===== config.mk =====
export PLATFORM = sky130hd
export DESIGN_NAME = adxl345_ctrl_flat
export DESIGN_NICKNAME = d
export VERILOG_FILES = /design/src/rtl/adxl345_ctrl_if.sv /design/src/rtl/adxl345_ctrl.sv /design/src/flat_wrapper.sv
export SDC_FILE = /design/constraint.sdc
export NUM_CORES = 1
export LEC_CHECK = 0
export BUFFER_PORTS_ARGS = -buffer_cell sky130_fd_sc_hd__buf_2
export CAP_MARGIN = 10
export CORE_MARGIN = 4
export CORE_UTILIZATION = 43
export CTS_BUF_LIST = sky130_fd_sc_hd__clkbuf_8
export CTS_CLUSTER_SIZE = 12
export DETAILED_ROUTE_END_ITERATION = 7
export PLACE_DENSITY = 0.63
export SYNTH_ARGS = -nofsm -noshare
export SYNTH_HDL_FRONTEND = slang
export SYNTH_SLANG_ARGS = --single-unit

===== constraint.sdc =====
create_clock -name clk_i -period 3.4 [get_ports clk_i]
set_input_delay 0.51 -clock clk_i [delete_from_list [all_inputs] [get_ports clk_i]]
set_output_delay 0.51 -clock clk_i [all_outputs]
set_load 0.01 [all_outputs]

===== src/rtl/adxl345_ctrl_if.sv =====
// Parallel request/acknowledge bus between the ADXL345 command sequencer and the SPI PHY.
// One single-byte register transaction per req_o/ack_i pair.
interface adxl345_ctrl_if;
  logic       req_o;
  logic       rw_no;
  logic [5:0] addr_o;
  logic [7:0] wr_data_o;
  logic       ack_i;
  logic [7:0] rd_data_i;

  modport master (
    output req_o, rw_no, addr_o, wr_data_o,
    input  ack_i, rd_data_i
  );

  modport slave (
    input  req_o, rw_no, addr_o, wr_data_o,
    output ack_i, rd_data_i
  );
endinterface


===== src/rtl/adxl345_ctrl.sv =====
// ADXL345 command sequencer: checks DEVID, writes the configuration registers, then
// burst-reads DATAX0..DATAZ1 on every sample tick and publishes X/Y/Z atomically.
module adxl345_ctrl #(
  parameter int unsigned SAMPLE_DIV  = 50000,
  parameter logic [7:0]  FMT_VAL     = 8'h48,
  parameter logic [7:0]  BW_VAL      = 8'h0A,
  parameter int unsigned ACK_TIMEOUT = 64
) (
  input  logic                  clk_i,
  input  logic                  rst_ni,
  input  logic                  en_i,
  adxl345_ctrl_if.master        phy,
  output logic [15:0]           x_o,
  output logic [15:0]           y_o,
  output logic [15:0]           z_o,
  output logic                  valid_o,
  output logic                  init_done_o,
  output logic                  busy_o,
  output logic                  id_err_o,
  output logic                  timeout_o,
  output logic                  overrun_o
);
  localparam logic [7:0]  DevId = 8'hE5;
  localparam int unsigned TmoW  = $clog2(ACK_TIMEOUT + 1);

  typedef enum logic [3:0] {
    StIdle, StIdRd, StCfgFmt, StCfgBw, StCfgPwr, StRunWait, StRdBurst, StPublish, StError
  } state_e;

  state_e          r_state, w_state_nxt;
  logic            r_wait, w_wait_nxt;
  logic            r_stop, w_stop_nxt;
  logic [2:0]      r_idx, w_idx_nxt;
  logic [TmoW-1:0] r_tmo_cnt, w_tmo_nxt;
  logic [19:0]     r_tick_cnt;
  logic            r_pend;
  logic [39:0]     r_shadow;
  logic [15:0]     r_x, r_y, r_z;
  logic            r_init_done, r_id_err, r_timeout, r_overrun;

  logic            w_xfer, w_rw, w_ack, w_tmo, w_halt, w_tick;
  logic [5:0]      w_addr;
  logic [7:0]      w_wdata;
  logic [47:0]     w_bytes;
  logic            w_set_id_err, w_pend_clr, w_init_set, w_load, w_run_stop, w_err_exit;

  // Transaction decode; fields stay constant for the whole ISSUE/WAIT_ACK pair.
  always_comb begin
    w_xfer  = 1'b1;
    w_rw    = 1'b1;
    w_addr  = 6'h00;
    w_wdata = 8'h00;
    case (r_state)
      StIdRd:    w_addr = 6'h00;
      StCfgFmt:  begin w_rw = 1'b0; w_addr = 6'h31; w_wdata = FMT_VAL; end
      StCfgBw:   begin w_rw = 1'b0; w_addr = 6'h2C; w_wdata = BW_VAL;  end
      StCfgPwr:  begin w_rw = 1'b0; w_addr = 6'h2D; w_wdata = 8'h08;   end
      StRdBurst: w_addr = 6'h32 + {3'b000, r_idx};
      default:   begin w_xfer = 1'b0; w_rw = 1'b0; end
    endcase
  end

  assign w_ack   = w_xfer & r_wait & phy.ack_i;
  assign w_tmo   = w_xfer & r_wait & ~phy.ack_i & (r_tmo_cnt == TmoW'(ACK_TIMEOUT - 1));
  assign w_halt  = r_stop | ~en_i;
  assign w_tick  = r_init_done & (r_tick_cnt == 20'(SAMPLE_DIV - 1));
  assign w_bytes = {phy.rd_data_i, r_shadow};

  always_comb begin
    w_state_nxt  = r_state;
    w_wait_nxt   = r_wait;
    w_idx_nxt    = r_idx;
    w_tmo_nxt    = r_tmo_cnt;
    w_set_id_err = 1'b0;
    w_pend_clr   = 1'b0;
    // A dropped enable is remembered until the outstanding transaction retires.
    w_stop_nxt   = w_xfer & (r_stop | ~en_i);
    if (w_xfer && !r_wait) begin
      w_wait_nxt = 1'b1;
      w_tmo_nxt  = TmoW'(1);
    end else if (w_xfer) begin
      w_tmo_nxt  = r_tmo_cnt + TmoW'(1);
    end

    if (w_tmo) begin
      w_state_nxt = w_halt ? StIdle : StError;
    end else if (w_ack) begin
      w_wait_nxt = 1'b0;
      unique case (r_state)
        StIdRd: begin
          w_set_id_err = (phy.rd_data_i != DevId);
          w_state_nxt  = w_set_id_err ? StError : StCfgFmt;
        end
        StCfgFmt: w_state_nxt = StCfgBw;
        StCfgBw:  w_state_nxt = StCfgPwr;
        StCfgPwr: w_state_nxt = StRunWait;
        default: begin
          w_idx_nxt = r_idx + 3'd1;
          if (r_idx == 3'd5) w_state_nxt = StPublish;
        end
      endcase
      if (w_halt) w_state_nxt = StIdle;
    end else if (!w_xfer) begin
      case (r_state)
        StIdle: if (en_i) w_state_nxt = StIdRd;
        StRunWait: begin
          if (!en_i) begin
            w_state_nxt = StIdle;
          end else if (r_pend) begin
            w_state_nxt = StRdBurst;
            w_idx_nxt   = 3'd0;
            w_pend_clr  = 1'b1;
          end
        end
        StPublish: w_state_nxt = en_i ? StRunWait : StIdle;
        StError:   if (!en_i) w_state_nxt = StIdle;
        default:   ;
      endcase
    end

    if (w_state_nxt != r_state) begin
      w_wait_nxt = 1'b0;
      w_stop_nxt = 1'b0;
    end
  end

  assign w_init_set = (r_state == StCfgPwr) && (w_state_nxt == StRunWait);
  assign w_load     = (r_state == StRdBurst) && (w_state_nxt == StPublish);
  assign w_err_exit = (r_state == StError) && (w_state_nxt == StIdle);
  // Sampling stops on the way to ERROR as well as to IDLE.
  assign w_run_stop = (w_state_nxt != r_state) &&
                      ((w_state_nxt == StIdle) || (w_state_nxt == StError));

  always_ff @(posedge clk_i or negedge rst_ni) begin
    if (!rst_ni) begin
      r_state     <= StIdle;
      r_wait      <= 1'b0;
      r_stop      <= 1'b0;
      r_idx       <= '0;
      r_tmo_cnt   <= '0;
      r_tick_cnt  <= '0;
      r_pend      <= 1'b0;
      r_shadow    <= '0;
      r_x         <= '0;
      r_y         <= '0;
      r_z         <= '0;
      r_init_done <= 1'b0;
      r_id_err    <= 1'b0;
      r_timeout   <= 1'b0;
      r_overrun   <= 1'b0;
    end else begin
      r_state   <= w_state_nxt;
      r_wait    <= w_wait_nxt;
      r_stop    <= w_stop_nxt;
      r_idx     <= w_idx_nxt;
      r_tmo_cnt <= w_tmo_nxt;
      if (w_ack && r_state == StRdBurst) r_shadow <= w_bytes[47:8];
      if (w_load) begin
        r_x <= w_bytes[15:0];
        r_y <= w_bytes[31:16];
        r_z <= w_bytes[47:32];
      end
      if (w_run_stop) begin
        r_init_done <= 1'b0;
        r_tick_cnt  <= '0;
        r_pend      <= 1'b0;
      end else if (w_init_set) begin
        r_init_done <= 1'b1;
        r_tick_cnt  <= '0;
      end else if (r_init_done) begin
        r_tick_cnt <= w_tick ? '0 : r_tick_cnt + 20'd1;
        if (w_tick) begin
          r_pend <= 1'b1;
          if (r_pend && !w_pend_clr) r_overrun <= 1'b1;
        end else if (w_pend_clr) begin
          r_pend <= 1'b0;
        end
      end
      if (w_set_id_err) r_id_err <= 1'b1;
      if (w_tmo) r_timeout <= 1'b1;
      if (w_err_exit) begin
        r_id_err  <= 1'b0;
        r_timeout <= 1'b0;
        r_overrun <= 1'b0;
      end
    end
  end

  assign phy.req_o     = w_xfer & ~r_wait;
  assign phy.rw_no     = w_rw;
  assign phy.addr_o    = w_addr;
  assign phy.wr_data_o = w_wdata;
  assign busy_o        = w_xfer;
  assign valid_o       = (r_state == StPublish);
  assign init_done_o   = r_init_done;
  assign x_o           = r_x;
  assign y_o           = r_y;
  assign z_o           = r_z;
  assign id_err_o      = r_id_err;
  assign timeout_o     = r_timeout;
  assign overrun_o     = r_overrun;
endmodule


===== src/flat_wrapper.sv =====
// flat-port wrapper written by rule: the top's interface ports become plain ports
module adxl345_ctrl_flat 
#(
  parameter int unsigned SAMPLE_DIV  = 50000,
  parameter logic [7:0]  FMT_VAL     = 8'h48,
  parameter logic [7:0]  BW_VAL      = 8'h0A,
  parameter int unsigned ACK_TIMEOUT = 64
)
  (clk_i, rst_ni, en_i, x_o, y_o, z_o, valid_o, init_done_o, busy_o, id_err_o, timeout_o, overrun_o, phy_req_o, phy_rw_no, phy_addr_o, phy_wr_data_o, phy_ack_i, phy_rd_data_i);
  adxl345_ctrl_if phy_i ();
  input  logic clk_i;
  input  logic rst_ni;
  input  logic en_i;
  output logic [15:0] x_o;
  output logic [15:0] y_o;
  output logic [15:0] z_o;
  output logic valid_o;
  output logic init_done_o;
  output logic busy_o;
  output logic id_err_o;
  output logic timeout_o;
  output logic overrun_o;
  output wire logic [$bits(phy_i.req_o)-1:0] phy_req_o;
  output wire logic [$bits(phy_i.rw_no)-1:0] phy_rw_no;
  output wire logic [$bits(phy_i.addr_o)-1:0] phy_addr_o;
  output wire logic [$bits(phy_i.wr_data_o)-1:0] phy_wr_data_o;
  input wire logic [$bits(phy_i.ack_i)-1:0] phy_ack_i;
  input wire logic [$bits(phy_i.rd_data_i)-1:0] phy_rd_data_i;
  assign phy_req_o = phy_i.req_o;
  assign phy_rw_no = phy_i.rw_no;
  assign phy_addr_o = phy_i.addr_o;
  assign phy_wr_data_o = phy_i.wr_data_o;
  assign phy_i.ack_i = phy_ack_i;
  assign phy_i.rd_data_i = phy_rd_data_i;
  adxl345_ctrl #(.SAMPLE_DIV(SAMPLE_DIV), .FMT_VAL(FMT_VAL), .BW_VAL(BW_VAL), .ACK_TIMEOUT(ACK_TIMEOUT)) u_core (.clk_i(clk_i), .rst_ni(rst_ni), .en_i(en_i), .phy(phy_i), .x_o(x_o), .y_o(y_o), .z_o(z_o), .valid_o(valid_o), .init_done_o(init_done_o), .busy_o(busy_o), .id_err_o(id_err_o), .timeout_o(timeout_o), .overrun_o(overrun_o));
endmodule

==> metrics.md <==
| Metric | Value |
|---|---|
| Worst path top cell family by delay | `simple AND/OR/NAND/NOR gates` |
| Clock Sinks | `between 100 and 150` |
| Share of post-route cells with drive strength above 1 | `0.2904` |
| Skew-Pair Late Insertion Delay | `around 0.42 ns` |
| Top_reg_cell synth | `dfrtp_1` |
| Die area | `around 16000 um2` |
| Seq cells post-synth | `129` |
| CORE AREA | `about 13000 um2` |
| Number of setup buffers added after CTS | `0` |
| H-tree levels | `4` |
| Fill cells | `about 1200` |
| Sequential area share after synthesis | `0.5474` |
| Global Route met3 Usage | `0.04776` |
| Setup violators final | `0` |
| Initial Util | `0.4418` |
| CP max stage cell | `dfrtp_1` |
| Port bufs | `76` |
| IO Pins | `82` |
| Total Power | `3.613 mW` |
| Commonest non-fill, non-tap cell in the layout | `dfrtp_1` |
| Residual DRC | `0` |
| Synth Cell Area | `5897 um2` |
| Power Dens Cells | `about 530 nW/um2` |
| Iteration-0 DRC Markers | `between 200 and 300` |
| Multi-input gate area | `~2500 um2` |
| Global-route wire length before repair | `~20 mm` |
| Worst-path cell chain | `or3_4 > nand3_2 > a21oi_2 > o22ai_2 > and4b_4 > buf_12 > mux2_1` |
| Die Ht | `125.1 um` |
| Number of flops mapped to enable cells by yosys | `0` |
| WL final | `11.85 mm` |
| Worst Path Buf+Inv | `1` |
| Slew @ Worst Pin | `0.8677 ns` |
| CP max stage delay | `0.55 ns` |
| Gpl congestion | `0.9427` |
| Diodes inserted | `0` |
| VDD IR max | `0.2865 mV` |
| CTS resizes | `0` |
| CP startpoint kind | `flop` |
| Worst Hold Class | `in2async` |
| CP Class | `reg2reg` |
| Fin Setup TNS | `0 ns` |
| Asr flop ratio synth | `1.000` |
| Clock Pin Slew Worst Setup and Hold Paths | `0.07 ns` |
| CP arrival | `2.99 ns` |
| Clock Path Buffers | `2` |
| Grt met2 use | `0.2537` |
| Netlist cell types | `60` |
| Crit path time final | `2.679 ns` |
| Leading post-synthesis cells by cell area | `dfrtp_1 55%, mux2_1 9.5%, mux2_4 5.1%` |
| Run status | `finished, final reports clean` |
| Vias in the first global route | `roughly 4000` |
| Tcrit/Tclk final | `0.7879` |
| Total CTS buffers | `17` |
| Fin. max-slew vios | `0` |
| Most frequent cells in the layout | `129 x dfrtp_1, 75 x buf_2, 50 x mux2_1, 37 x nor2_1, 36 x nand2_1` |
| ANT nets after route | `0` |
| CTS root buf | `clkbuf_8` |
| Via count | `3958` |
| TritonRoute pass-1 iters | `4` |
| Leak pwr | `3.539 nW` |
| Hold_buf cts | `0` |
| Yosys warns | `0` |
| Rows | `42` |
| Total global-route track usage | `0.1594` |
| Top Usage Layer GRT | `met2` |
| Register area | `3228 um2` |
| Crit-path max FO | `between 40 and 50` |
| Largest net degree at the start of global routing | `68` |
| Max Cap Viol | `0` |
| Top cell type's share of synthesized area | `0.5474` |
| M1 GR Usage | `0.2101` |
| Synth area leader | `dfrtp_1` |
| Cell count after synthesis | `483` |
| Worst Clk Skew | `0.009030 ns` |
| Required @ worst endpoint | `3.71 ns` |
| Die X | `roughly 130 um` |
| Synth Area per Inst | `12.21 um2` |
| Antenna violations before repair | `0` |
| Gr ovfl total | `0` |
| Slew HR | `0.4215` |
| Layout Nets | `580` |
| Final hold violation count | `0` |
| F_max | `373.3 MHz` |
| Critical Path End Type | `flop` |
| WL per Instance | `15.77 um` |
| Area Overhead vs Synth | `15.30%` |
| RSZ-0062 raised after global routing | `no` |
| Hpwl dp | `8.297 mm` |
| Routed vias/inst | `5.270` |
| CTS tree | `done` |
## routing by layer
layer | wire length, um | part of all wire
met3 | 458 | 0.039
met5 | 0 | 0
met4 | 210 | 0.018
met1 | 5420 | 0.46
met2 | 5757 | 0.49
## logic make-up after synthesis
| family | after synthesis | synth area share |
|---|---|---|
| other cells | 1 | 0.0006359 |
| fa+ha+maj | 5 | 0.01061 |
| simple gates | 147 | 0.1335 |
| buf+inv | 37 | 0.03671 |
| mux | 90 | 0.1844 |
| flops | 129 | 0.5474 |
| compound gates | 62 | 0.06896 |
| xor+xnor | 12 | 0.01782 |
## state kept, by name (all words and copies together) (netlist names)
name / cells
u_core.r_shadow: 40
u_core.r_tick_cnt: 20
u_core.r_idx: 3
u_core.r_state: 4
u_core.x_o: 16
u_core.r_wait: 1
u_core.z_o: 16
u_core.id_err_o: 1
u_core.init_done_o: 1
u_core.y_o: 16
u_core.r_tmo_cnt: 7
u_core.timeout_o: 1
u_core.overrun_o: 1
u_core.r_stop: 1
u_core.r_pend: 1
## where the power goes
| group | internal (mW) | leakage, nW | total (mW) | switching [mW] |
|---|---|---|---|---|
| Sequential | 1.60 | 1.79 | 1.72 | 0.121 |
| Combinational | 0.267 | 1.56 | 0.693 | 0.425 |
| Clock | 0.645 | 0.195 | 1.20 | 0.559 |
## cell usage after synthesis (2+ instances only)
cell,number
xor2_1,7
buf_6,2
nor2_1,37
nand4_1,4
nor2b_1,3
buf_8,2
a21oi_1,22
inv_2,3
mux2_4,20
nand4b_1,3
a21o_1,2
a21oi_2,2
and4_1,3
clkbuf_1,6
nor3b_1,3
ha_1,5
or3_1,3
xnor2_1,5
mux2_2,19
or4_1,3
nand3b_1,3
buf_4,8
nand3_1,12
nor4_1,3
and3_1,7
a22o_1,4
nand2b_1,2
o21a_1,4
nor3_1,13
mux2_1,50
nand2_1,36
o21ai_0,14
buf_2,8
inv_1,8
o22ai_2,3
a21boi_1,2
dfrtp_1,129
## final timing paths
kind / from / to / slack, ns / cells after the start
max reg2reg: u_core.r_state[1] / u_core.z_o[8] / 0.72 / 7
min reg2reg: u_core.z_o[6] / u_core.z_o[6] / 0.48 / 1
min: rst_ni / u_core.z_o[6] / 0.19 / 1
max in group asynchronous: rst_ni / u_core.r_shadow[20] / 2.39 / 2
min in group clk_i: phy_rd_data_i[4] / u_core.z_o[12] / 0.32 / 2
max: u_core.r_state[1] / u_core.z_o[8] / 0.72 / 7
## cell type report
type	instances	area share
clock buffers	21	0.04251
clock inverters	10	0.01270
inverters	11	0.006073
multi-input cells	321	0.3638
flip-flops and latches	129	0.4748
well taps	176	0.03239
repair buffers	83	0.06772
## through the flow
stage               hold WS, ns  cell area (um2)  instances  utilization  setup WS (ns)
detailed placement       0.4713             6424        720       0.4813         0.6706
floorplan                0.2144             5912        487            -          1.131
global placement         0.4631             6424        720       0.4813         0.7398
CTS                      0.2062             6799        751       0.5094         0.7257
finish                   0.1861             6799        751       0.5094         0.7211
global route             0.2259             6799        751       0.5094         0.5594
No activity file was read; power rests on OpenSTA's default activity.
